[src/rtl/cache_assoc_nway.sv]
// N-way set-associative write-back, write-allocate cache with true-LRU ages.
// Optional hit/miss statistics counters are built when CACHE_STATS_EN is defined.
module cache_assoc_nway #(
    parameter int ADDR_W   = 5,
    parameter int DATA_W   = 5,
    parameter int SET_BITS = 1,
    parameter int WAYS     = 2
) (
    input  logic              clock,
    input  logic              reset_n,
    input  logic              cpu_req,
    input  logic              cpu_write,
    input  logic [ADDR_W-1:0] cpu_addr,
    input  logic [DATA_W-1:0] cpu_wdata,
    output logic              cpu_ready,
    output logic [DATA_W-1:0] cpu_rdata,
    output logic              hit,
    output logic              mem_req,
    output logic              mem_write,
    output logic [ADDR_W-1:0] mem_addr,
    output logic [DATA_W-1:0] mem_wdata,
    input  logic              mem_ready,
    input  logic [DATA_W-1:0] mem_rdata
`ifdef CACHE_STATS_EN
    ,
    output logic [15:0]       hit_count,
    output logic [15:0]       miss_count
`endif
);

    localparam int TAG_W = ADDR_W - SET_BITS;
    localparam int SETS  = 1 << SET_BITS;
    localparam int WAY_W = $clog2(WAYS);

    typedef enum logic [2:0] {
        ST_IDLE,
        ST_LOOKUP,
        ST_WRITEBACK,
        ST_REFILL,
        ST_RESP
    } state_t;

    state_t state_q, state_d;

    logic              write_q, write_d;
    logic [ADDR_W-1:0] addr_q, addr_d;
    logic [DATA_W-1:0] wdata_q, wdata_d;
    logic [WAY_W-1:0]  victim_q, victim_d;
    logic              hit_flag_q, hit_flag_d;
    logic [DATA_W-1:0] resp_data_q, resp_data_d;

    logic              cpu_ready_q, cpu_ready_d;
    logic [DATA_W-1:0] cpu_rdata_q, cpu_rdata_d;
    logic              hit_q, hit_d;
    logic              mem_req_q, mem_req_d;
    logic              mem_write_q, mem_write_d;
    logic [ADDR_W-1:0] mem_addr_q, mem_addr_d;
    logic [DATA_W-1:0] mem_wdata_q, mem_wdata_d;

    logic              line_valid_q [SETS][WAYS];
    logic              line_dirty_q [SETS][WAYS];
    logic [TAG_W-1:0]  line_tag_q   [SETS][WAYS];
    logic [DATA_W-1:0] line_data_q  [SETS][WAYS];
    logic [WAY_W-1:0]  line_age_q   [SETS][WAYS];

    logic [SET_BITS-1:0] idx;
    logic [TAG_W-1:0]    tag;
    logic [WAYS-1:0]     way_hit;
    logic [WAYS-1:0]     way_inv;
    logic [WAYS-1:0]     way_old;
    logic                any_hit;
    logic [WAY_W-1:0]    hit_way;
    logic [WAY_W-1:0]    victim_way;
    logic                mem_done;

    logic                acc_en;
    logic [WAY_W-1:0]    acc_way;
    logic                line_we;
    logic                line_dirty;
    logic [DATA_W-1:0]   line_wdata;

    assign idx      = addr_q[ADDR_W-1 -: SET_BITS];
    assign tag      = addr_q[TAG_W-1:0];
    assign mem_done = mem_req_q && mem_ready;

    for (genvar gi = 0; gi < WAYS; gi++) begin : g_way
        assign way_hit[gi] = line_valid_q[idx][gi] && (line_tag_q[idx][gi] == tag);
        assign way_inv[gi] = !line_valid_q[idx][gi];
        assign way_old[gi] = (line_age_q[idx][gi] == WAY_W'(WAYS - 1));
    end

    // Invalid ways take priority over the LRU way; descending loops pick the lowest index.
    always_comb begin
        hit_way    = '0;
        victim_way = '0;
        any_hit    = |way_hit;
        for (int i = WAYS - 1; i >= 0; i--) begin
            if (way_hit[i]) hit_way = WAY_W'(i);
        end
        for (int i = WAYS - 1; i >= 0; i--) begin
            if (way_old[i]) victim_way = WAY_W'(i);
        end
        for (int i = WAYS - 1; i >= 0; i--) begin
            if (way_inv[i]) victim_way = WAY_W'(i);
        end
    end

    always_comb begin
        state_d     = state_q;
        write_d     = write_q;
        addr_d      = addr_q;
        wdata_d     = wdata_q;
        victim_d    = victim_q;
        hit_flag_d  = hit_flag_q;
        resp_data_d = resp_data_q;
        cpu_ready_d = 1'b0;
        cpu_rdata_d = cpu_rdata_q;
        hit_d       = hit_q;
        mem_req_d   = 1'b0;
        mem_write_d = 1'b0;
        mem_addr_d  = mem_addr_q;
        mem_wdata_d = mem_wdata_q;
        acc_en      = 1'b0;
        acc_way     = victim_q;
        line_we     = 1'b0;
        line_dirty  = 1'b0;
        line_wdata  = wdata_q;

        case (state_q)
            ST_IDLE: begin
                if (cpu_req) begin
                    write_d = cpu_write;
                    addr_d  = cpu_addr;
                    wdata_d = cpu_wdata;
                    state_d = ST_LOOKUP;
                end
            end
            ST_LOOKUP: begin
                hit_flag_d = any_hit;
                victim_d   = victim_way;
                if (any_hit) begin
                    acc_en  = 1'b1;
                    acc_way = hit_way;
                    if (write_q) begin
                        line_we     = 1'b1;
                        line_dirty  = 1'b1;
                        resp_data_d = wdata_q;
                    end else begin
                        resp_data_d = line_data_q[idx][hit_way];
                    end
                    state_d = ST_RESP;
                end else if (line_valid_q[idx][victim_way] && line_dirty_q[idx][victim_way]) begin
                    state_d = ST_WRITEBACK;
                end else if (!write_q) begin
                    state_d = ST_REFILL;
                end else begin
                    acc_en      = 1'b1;
                    acc_way     = victim_way;
                    line_we     = 1'b1;
                    line_dirty  = 1'b1;
                    resp_data_d = wdata_q;
                    state_d     = ST_RESP;
                end
            end
            ST_WRITEBACK: begin
                if (mem_done) begin
                    if (write_q) begin
                        acc_en      = 1'b1;
                        line_we     = 1'b1;
                        line_dirty  = 1'b1;
                        resp_data_d = wdata_q;
                        state_d     = ST_RESP;
                    end else begin
                        // Hand straight over to the refill request without a gap cycle.
                        mem_req_d  = 1'b1;
                        mem_addr_d = addr_q;
                        state_d    = ST_REFILL;
                    end
                end else begin
                    mem_req_d   = 1'b1;
                    mem_write_d = 1'b1;
                    mem_addr_d  = {idx, line_tag_q[idx][victim_q]};
                    mem_wdata_d = line_data_q[idx][victim_q];
                end
            end
            ST_REFILL: begin
                if (mem_done) begin
                    acc_en      = 1'b1;
                    line_we     = 1'b1;
                    line_wdata  = mem_rdata;
                    resp_data_d = mem_rdata;
                    state_d     = ST_RESP;
                end else begin
                    mem_req_d  = 1'b1;
                    mem_addr_d = addr_q;
                end
            end
            ST_RESP: begin
                cpu_ready_d = 1'b1;
                cpu_rdata_d = resp_data_q;
                hit_d       = hit_flag_q;
                state_d     = ST_IDLE;
            end
            default: state_d = ST_IDLE;
        endcase
    end

    always_ff @(posedge clock or negedge reset_n) begin
        if (!reset_n) begin
            state_q     <= ST_IDLE;
            write_q     <= 1'b0;
            addr_q      <= '0;
            wdata_q     <= '0;
            victim_q    <= '0;
            hit_flag_q  <= 1'b0;
            resp_data_q <= '0;
            cpu_ready_q <= 1'b0;
            cpu_rdata_q <= '0;
            hit_q       <= 1'b0;
            mem_req_q   <= 1'b0;
            mem_write_q <= 1'b0;
            mem_addr_q  <= '0;
            mem_wdata_q <= '0;
        end else begin
            state_q     <= state_d;
            write_q     <= write_d;
            addr_q      <= addr_d;
            wdata_q     <= wdata_d;
            victim_q    <= victim_d;
            hit_flag_q  <= hit_flag_d;
            resp_data_q <= resp_data_d;
            cpu_ready_q <= cpu_ready_d;
            cpu_rdata_q <= cpu_rdata_d;
            hit_q       <= hit_d;
            mem_req_q   <= mem_req_d;
            mem_write_q <= mem_write_d;
            mem_addr_q  <= mem_addr_d;
            mem_wdata_q <= mem_wdata_d;
        end
    end

    // Ages stay a permutation: the accessed way goes to 0, younger ways age by one.
    always_ff @(posedge clock or negedge reset_n) begin
        if (!reset_n) begin
            for (int s = 0; s < SETS; s++) begin
                for (int w = 0; w < WAYS; w++) begin
                    line_valid_q[s][w] <= 1'b0;
                    line_dirty_q[s][w] <= 1'b0;
                    line_tag_q[s][w]   <= '0;
                    line_data_q[s][w]  <= '0;
                    line_age_q[s][w]   <= WAY_W'(w);
                end
            end
        end else if (acc_en) begin
            for (int w = 0; w < WAYS; w++) begin
                if (WAY_W'(w) == acc_way) begin
                    line_age_q[idx][w] <= '0;
                end else if (line_age_q[idx][w] < line_age_q[idx][acc_way]) begin
                    line_age_q[idx][w] <= line_age_q[idx][w] + WAY_W'(1);
                end
            end
            if (line_we) begin
                line_valid_q[idx][acc_way] <= 1'b1;
                line_dirty_q[idx][acc_way] <= line_dirty;
                line_tag_q[idx][acc_way]   <= tag;
                line_data_q[idx][acc_way]  <= line_wdata;
            end
        end
    end

`ifdef CACHE_STATS_EN
    logic [15:0] hit_count_q;
    logic [15:0] miss_count_q;

    always_ff @(posedge clock or negedge reset_n) begin
        if (!reset_n) begin
            hit_count_q  <= '0;
            miss_count_q <= '0;
        end else if (state_q == ST_RESP) begin
            if (hit_flag_q) begin
                if (hit_count_q != 16'hFFFF) hit_count_q <= hit_count_q + 16'd1;
            end else begin
                if (miss_count_q != 16'hFFFF) miss_count_q <= miss_count_q + 16'd1;
            end
        end
    end

    assign hit_count  = hit_count_q;
    assign miss_count = miss_count_q;
`endif

    assign cpu_ready = cpu_ready_q;
    assign cpu_rdata = cpu_rdata_q;
    assign hit       = hit_q;
    assign mem_req   = mem_req_q;
    assign mem_write = mem_write_q;
    assign mem_addr  = mem_addr_q;
    assign mem_wdata = mem_wdata_q;

endmodule

[config.mk]
export PLATFORM = sky130hd
export DESIGN_NAME = cache_assoc_nway
export DESIGN_NICKNAME = d
export VERILOG_FILES = /design/src/rtl/cache_assoc_nway.sv
export SDC_FILE = /design/constraint.sdc
export NUM_CORES = 1
export LEC_CHECK = 0
export CAP_MARGIN = 10
export CORE_ASPECT_RATIO = 0.75
export CORE_MARGIN = 1
export CORE_UTILIZATION = 50
export CTS_BUF_LIST = sky130_fd_sc_hd__clkbuf_8
export CTS_CLUSTER_DIAMETER = 120
export DETAILED_ROUTE_END_ITERATION = 8
export PLACE_DENSITY = 0.69
export SLEW_MARGIN = 20
export SYNTH_ARGS = -nofsm -noshare
export SYNTH_HDL_FRONTEND = slang
export SYNTH_SLANG_ARGS = --single-unit
[constraint.sdc]
create_clock -name clock -period 3.1 [get_ports clock]
set_input_delay 0.62 -clock clock [delete_from_list [all_inputs] [get_ports clock]]
set_output_delay 0.62 -clock clock [all_outputs]
set_load 0.03 [all_outputs]
After elaboration in Yosys (flattened, before gate mapping)
Index checks and enable logic that the tools add are counted.
{"block": "classes", "n_mul": 0, "muxes": 104, "shift": 0, "eq_ne": 12, "reduce_logical": 16, "n_lt_le_gt_ge": 9, "n_div": 0, "addsub": 2, "bitwise": 11}
{"operator": "2-to-1 mux 5 bit", "count": 18}
{"operator": "2-to-1 mux 10 bit", "count": 4}
{"operator": "2-to-1 mux 4 bit", "count": 9}
{"operator": "2-to-1 mux 1 bit", "count": 32}
{"operator": "2-to-1 mux 8 bit", "count": 4}
{"operator": "2-to-1 mux 2 bit", "count": 11}
{"operator": "bitwise mux 20 bit", "count": 1}
{"operator": "2-to-1 mux 3 bit", "count": 6}
{"operator": "bitwise mux 16 bit", "count": 1}
{"operator": "one-hot mux 5 bit (3 select lines)", "count": 1}
{"operator": "bitwise mux 4 bit", "count": 3}
{"operator": "one-hot mux 3 bit (4 select lines)", "count": 1}
{"operator": "demux 10 bit (select 1 bit)", "count": 1}
{"operator": ">= comparator 2 bit, second input constant", "count": 5}
{"operator": "inverter 1 -> 2 bit", "count": 5}
{"operator": "one-hot mux 5 bit (2 select lines)", "count": 1}
{"operator": "bitwise AND 4 bit", "count": 2}
{"operator": "demux 8 bit (select 1 bit)", "count": 1}
{"operator": "== test 4 bit", "count": 2}
{"operator": "!= test 2 bit, second input constant", "count": 4}
{"operator": "inverter 4 bit", "count": 2}
{"operator": "demux 2 bit (select 1 bit)", "count": 3}
{"operator": "== test 3 x 2 -> 1 bit, second input constant", "count": 2}
{"operator": "logical AND 1 bit", "count": 6}
{"operator": "other kinds (20)", "count": 29}
{"block": "word_totals", "latch_bits": 0, "regBits": 88, "input_bits": 20, "elab_cells": 188, "rom_bits": 0, "ramBits": 0, "memories": 0, "output_inout_bits": 19}

Depth between registers and ports, before layout
{"block": "depth", "depth_word": 27, "depth_mapped": 11, "mapped_depth_nobuf": 7}

Worst setup path before layout
OpenSTA, ideal clock, no wires.
{"block": "synth_path", "path_kind": "register to register", "startpoint": "register state_q[2]", "endpoint": "register line_data_q[15] (netlist bit)", "setup_ns": 0.125, "t_required_ns": 2.975, "t_arrival_ns": 2.357, "period_less_slack_ns": 2.482, "path_stages_with_launch": 11, "path_slack_ns": 0.618, "path_cell_list": "dfrtp_1 > buf_6 > or3b_1 > buf_2 > nor2_2 > o221ai_2 > o32ai_2 > a31oi_2 > or3_1 > buf_6 > mux2_4"}
{"block": "synth_between", "elab_chain_cells": 10, "word_cells_on_any_way": 17, "classes_between": "order compare (2); eq/ne (3); mux (9); bitwise (1); reduce/logical (2)"}
{"element": "from (decl)", "line": "43", "source": "state_t state_q, state_d;"}
{"element": "from (signal assigned)", "line": "225", "source": "state_q <= state_d;"}
{"element": "== test 3 x 1 -> 1 bit", "line": "129", "source": "case (state_q)"}
{"element": "2-to-1 mux 1 bit", "line": "129"}
{"element": "inverter 1 -> 2 bit (not written as such)", "line": "266", "source": "line_data_q[idx][acc_way] <= line_wdata;"}
{"element": ">= comparator 2 bit (not written as such) or < comparator 2 x 1 -> 1 bit (tied branches)", "line": "266"}
{"element": "logical AND 1 bit (not written as such)", "line": "266"}
{"element": "2-to-1 mux 5 bit (not written as such)", "line": "266"}
{"element": "demux 5 bit (select 1 bit)", "line": "266"}
{"element": "2-to-1 mux 10 bit (not written as such)", "line": "266"}
{"element": "demux 10 bit (select 1 bit)", "line": "266"}
{"element": "bitwise mux 20 bit", "line": "266"}
{"element": "to (signal, indexed assignment)", "line": "266"}
{"element": "to (decl)", "line": "63", "source": "logic [DATA_W-1:0] line_data_q [SETS][WAYS];"}
Parallel ways exist; a longest one is shown, timed or not.
A chain may end at the register's enable or synchronous reset.

Worst setup path in the final report
{"block": "layout_path", "startpoint": "register addr_q[4]", "endpoint": "register line_tag_q[13] (netlist bit)"}
{"block": "layout_between", "elab_chain_cells": 24, "word_cells_on_any_way": 54, "classes_between": "order compare (4); eq/ne (2); mux (38); bitwise (3); reduce/logical (7)"}
{"element": "from (decl)", "line": "46", "source": "logic [ADDR_W-1:0] addr_q, addr_d;"}
{"element": "from (signal assigned)", "line": "227", "source": "addr_q <= addr_d;"}
{"element": "inverter 1 -> 2 bit (not written as such) *"}
{"element": "2-to-1 mux 2 bit (not written as such) (3 in series)", "line": "89", "source": "assign way_old[gi] = (line_age_q[idx][gi] == WAY_W'(WAYS - 1));"}
{"element": "2-to-1 mux 1 bit (2 in series)", "line": "101", "source": "if (way_old[i]) victim_way = WAY_W'(i);"}
{"element": "2-to-1 mux 1 bit (2 in series)", "line": "104", "source": "if (way_inv[i]) victim_way = WAY_W'(i);"}
{"element": "inverter 1 -> 2 bit (not written as such)", "line": "152", "source": "end else if (line_valid_q[idx][victim_way] && line_dirty_q[idx][victim_way]) begin"}
{"element": "2-to-1 mux 1 bit (not written as such) (3 in series)", "line": "152"}
{"element": "logical AND 1 bit", "line": "152"}
{"element": "2-to-1 mux 1 bit", "line": "152"}
{"element": "(+2 left out)"}
{"element": "inverter 1 -> 2 bit (not written as such)", "line": "265", "source": "line_tag_q[idx][acc_way] <= tag;"}
{"element": ">= comparator 2 bit (not written as such) or < comparator 2 x 1 -> 1 bit (tied branches)", "line": "265"}
{"element": "logical AND 1 bit (not written as such)", "line": "265"}
{"element": "2-to-1 mux 4 bit (not written as such)", "line": "265"}
{"element": "demux 4 bit (select 1 bit)", "line": "265"}
{"element": "2-to-1 mux 8 bit (not written as such)", "line": "265"}
{"element": "demux 8 bit (select 1 bit)", "line": "265"}
{"element": "bitwise mux 16 bit", "line": "265"}
{"element": "to (signal, indexed assignment)", "line": "265"}
{"element": "to (decl)", "line": "62", "source": "logic [TAG_W-1:0] line_tag_q [SETS][WAYS];"}
Every way passes the cells marked *; elsewhere a longest branch is shown, timed or not. The select of a mux whose other input is x is not followed.

==> flow_results.org <==
** Run status
- The flow ran to the end, but the final reports show violations.
- The final reports fail on DRC.

** Layout
- Across the whole layout, storage elements account for 2200 µm².
- Synth-to-layout area growth :: 16.7%
- The multi-input combinational cells in the finished layout cover a total of 2130 µm².
- # diodes :: 0
- Final core utilization :: 0.609
- Non-Filler Instances :: 556
- The net count of the finished layout is approximately 460.
- The filler cells instantiated in the layout total about 700.
- Fraction of layout instances using a drive strength above 1 :: 0.254

** Floorplan
- Row generation in the floorplan step produced 29 rows.
- In this run the count of I/O pins placed on the die edge is 39.
- Die H :: about 84 µm
- DIE AREA :: 9370 µm²
- The region available for standard cell placement spans 8600 µm².
- Die outline width :: 111 µm
- Starting density of the core :: 0.522

** STA
- Shortest clock period the worst path allows after layout :: 2.81 ns
- Setup repair after global routing left no endpoint under its margin.
- Setup total negative slack on the finished layout was measured at 0 ns.
- Based on the critical path, the design can be clocked at up to 355 MHz.
- At the pin with the least slew margin, the transition time is 0.701 ns.
- Period utilisation layout :: 0.908
- Setup violation total in the final timing report :: 0
- Setup skew after layout :: 0.0137 ns
- The final-report hold violation count came to 0.
- Slew Viols, Final :: 0
- Headroom to the max-slew limit :: 0.533

** Global route
- The via count of the first global-routing pass was 3158.
- The first global-routing pass estimated 16900 µm of wire.
- Total overflow reported by the global router :: 0
- Largest net degree at the start of global routing :: 54
- All-Layer GR Usage :: 0.236
- The number of antenna violations at the first check in global routing was 0.

** Setup path
- The cell family contributing the most delay on the critical path is simple AND/OR/NAND/NOR gates.
- Required time of the worst setup path :: roughly 3.4 ns
- For this design, the slowest cell found on the critical path is or3_4.
- On the worst path, the slowest cell contributes a delay of about 0.50 ns.
- Maximum net fanout on the critical path :: 30
- Critical Path End Type :: flip-flop
- Crit path buffers/inverters :: 1
- The critical path in this run is classified as reg2reg.
- STA classifies the critical path startpoint as a flip-flop.
- STA puts the critical path data arrival time at 3.06 ns.
- Traced cell by cell, the critical path runs through buf_12 > mux2i_1 > xor2_1 > nand4_1 > a311oi_2 > nor2_1 > or3_4 > mux2_4.

** Synthesis
- Counting flops with an async set or reset pin after synthesis yields a share of 1.00.
- Compound-cell area share of the yosys netlist :: 0.121
- Share of synthesized cell area in and, or, nand and nor gates :: 0.112
- The portion of synthesized area spent on multiplexers is 0.215.
- After technology mapping, the gate count stands at between 400 and 500.
- Counting flops and latches in the post-synthesis netlist gives 88.
- Netlist area before placement :: 4490 µm²
- Netlist cell types :: 48
- By area, the combinational part of the netlist is dominated by multiplexers.
- Share of the synthesized netlist area taken by xor and xnor gates :: 0.0195
- Number of synthesized flops with an enable pin :: 0
- Most used DFF post-synth :: dfrtp_1
- Of the total synthesized cell area, the portion taken by full adders, half adders and majority gates is 0.
- The average instance in the mapped netlist occupies roughly 11 µm².
- Of the synthesized area, sequential elements account for 0.491.
- During synthesis, Yosys emitted a total of 0 warnings.
- Post-Syn Nets :: approximately 420

** Power and ir drop
- P per Cell Area :: about 1100 nW/µm²
- Summed over all cells, the static leakage comes to ~2.3 nW.
- Across the VDD grid, the largest voltage drop is 0.000506 V.
- The completed layout was analyzed and its total power is approximately 0.0060 W.

** Placed design
- During placement, the flow inserted port buffers numbering 38.
- At the end of routability-driven placement, the weighted congestion stood at 0.844.
- Placed Cells incl. Taps :: 540
- Detailed placement finished with a half-perimeter wire length of 7180 µm.

** CTS
- Buffer depth of the longest clock path :: 2
- The cell sitting at the root of the clock tree is a clkbuf_8.
- The clock reaches the later pin of the worst-skew pair after 0.37 ns.
- Clock tree synthesis inserted a total of 9 buffers.
- After clock tree synthesis, the flow added hold-fix buffers numbering 0.
- CTS tree :: yes
- H-tree levels :: 3
- Clock slew at reported path FFs :: roughly 0.080 ns
- The clock net in this run drives a total of 88 sinks.

** Worst hold path
- Type of the worst min-delay path :: in2async

** Routing
- The routed design has 10000 µm of wire.
- Via/cell ratio :: 5.90
- In the final routed layout, each cell accounts on average for 18.0 µm.
- Post-route ant nets :: 0
- After detailed routing, the number of remaining DRC violations is 8.
- Before antenna repair, the detailed router went through 7 iterations.
- After the first detailed-routing iteration, the DRC count stood at between 200 and 300.
- Total via count after detailed routing :: 3279

** Flow run
- Maximum capacitance violations :: 0
-- cell type report --
cell class,instances,area share
flip-flops and latches,88,0.421
repair buffers,53,0.0960
multi-input cells,279,0.406
clock inverters,3,0.00883
clock buffers,13,0.0341
inverters,12,0.00859
well taps,108,0.0258
-- layer usage --
layer	global-route usage	vias up	routed length (µm)
met3	0.0632	11	624
met4	0.0676	0	121
li1	-	1522	-
met5	0	-	0
met2	0.329	112	4240
met1	0.358	1634	5040
-- cells by family (layout without fill, tap and decap cells) --
kind of cell	count (synthesis)	in the layout
and+or+nand+nor	107	107
DFF	88	88
muxes	82	82
AOI/OAI and AO/OA	80	80
buffers and inverters	37	81
xor gates and xnor gates	10	10
-- power breakdown --
part | switching (W) | total (W) | leakage, nW | internal (W)
Sequential | 0.000403 | 0.00207 | 1.09 | 0.00167
Combinational | 0.00166 | 0.00302 | 1.14 | 0.00136
Clock | 0.000412 | 0.000876 | 0.112 | 0.000464
-- cells in the final DEF (no fill, tap or decap), types with 3 or more instances in the layout --
master	netlist	layout
a211oi_1	6	6
a21oi_1	16	16
a2bb2oi_1	4	4
buf_4	0	15
clkbuf_8	0	13
clkdlybuf4s50_1	0	37
dfrtp_1	86	86
inv_1	11	11
mux2_2	45	45
mux2_4	18	18
mux2i_1	19	19
nand2_1	39	39
nand2b_1	5	5
nand3_1	4	4
nor2_1	29	29
nor2b_1	3	3
nor3_1	5	5
nor3b_1	5	3
o21ai_0	22	22
o22ai_1	7	7
o31ai_1	9	9
or2_2	4	4
xor2_1	10	10
-- sequential cells by signal, indices dropped and copies added, names as in the netlist, 4 cells and up --
name          cells
addr_q            5
cpu_rdata         5
line_age_q        4
line_data_q      20
line_dirty_q      4
line_tag_q       16
line_valid_q      4
mem_addr          5
mem_wdata         5
resp_data_q       5
wdata_q           5
-- cell usage after synthesis, drive strengths merged (4+ instances only) --
master | n | share of area
dfrtp | 86 | 0.48
mux2 | 63 | 0.17
nand2 | 39 | 0.033
nor2 | 30 | 0.026
o21ai | 22 | 0.025
mux2i | 19 | 0.042
a21oi | 16 | 0.018
buf | 15 | 0.023
inv | 11 | 0.0092
clkbuf | 10 | 0.0084
o31ai | 10 | 0.018
xor2 | 10 | 0.019
o22ai | 7 | 0.0097
a211oi | 6 | 0.010
nand2b | 5 | 0.0070
nor3 | 5 | 0.0056
nor3b | 5 | 0.0084
a2bb2oi | 4 | 0.0078
and2 | 4 | 0.0056
nand3 | 4 | 0.0045
or2 | 4 | 0.0056
-- path summary, 6_finish.rpt --
kind	start	endpoint	slack, ns	cells past startpoint
setup / recovery	addr_q[4]	line_tag_q[13]	0.29	8
hold / removal	reset_n	mem_req	0.29	1
setup reg to reg	addr_q[4]	line_tag_q[13]	0.29	8
hold reg to reg	line_valid_q[3]	line_valid_q[3]	0.48	1
max in group asynchronous	reset_n	line_age_q[0]	2.03	2
min in group clock	line_valid_q[3]	line_valid_q[3]	0.48	1
-- through the flow --
step / area (µm²) / hold WS, ns / setup slack (ns)
2_1_floorplan: 4490 / 0.324 / 0.618
6_report: 5240 / 0.285 / 0.286
3_5_place_dp: 5000 / 0.462 / 0.107
5_1_grt: 5240 / 0.335 / 0.0665
4_1_cts: 5220 / 0.300 / 0.124
3_3_place_gp: 5000 / 0.461 / 0.142
-- timing repair --
item,4_1_cts,5_1_grt
setup buffers,0,0
endpoints found under the setup margin,0,22
gates resized for setup,0,3
Note: power is estimated with default switching activity, not from simulation.
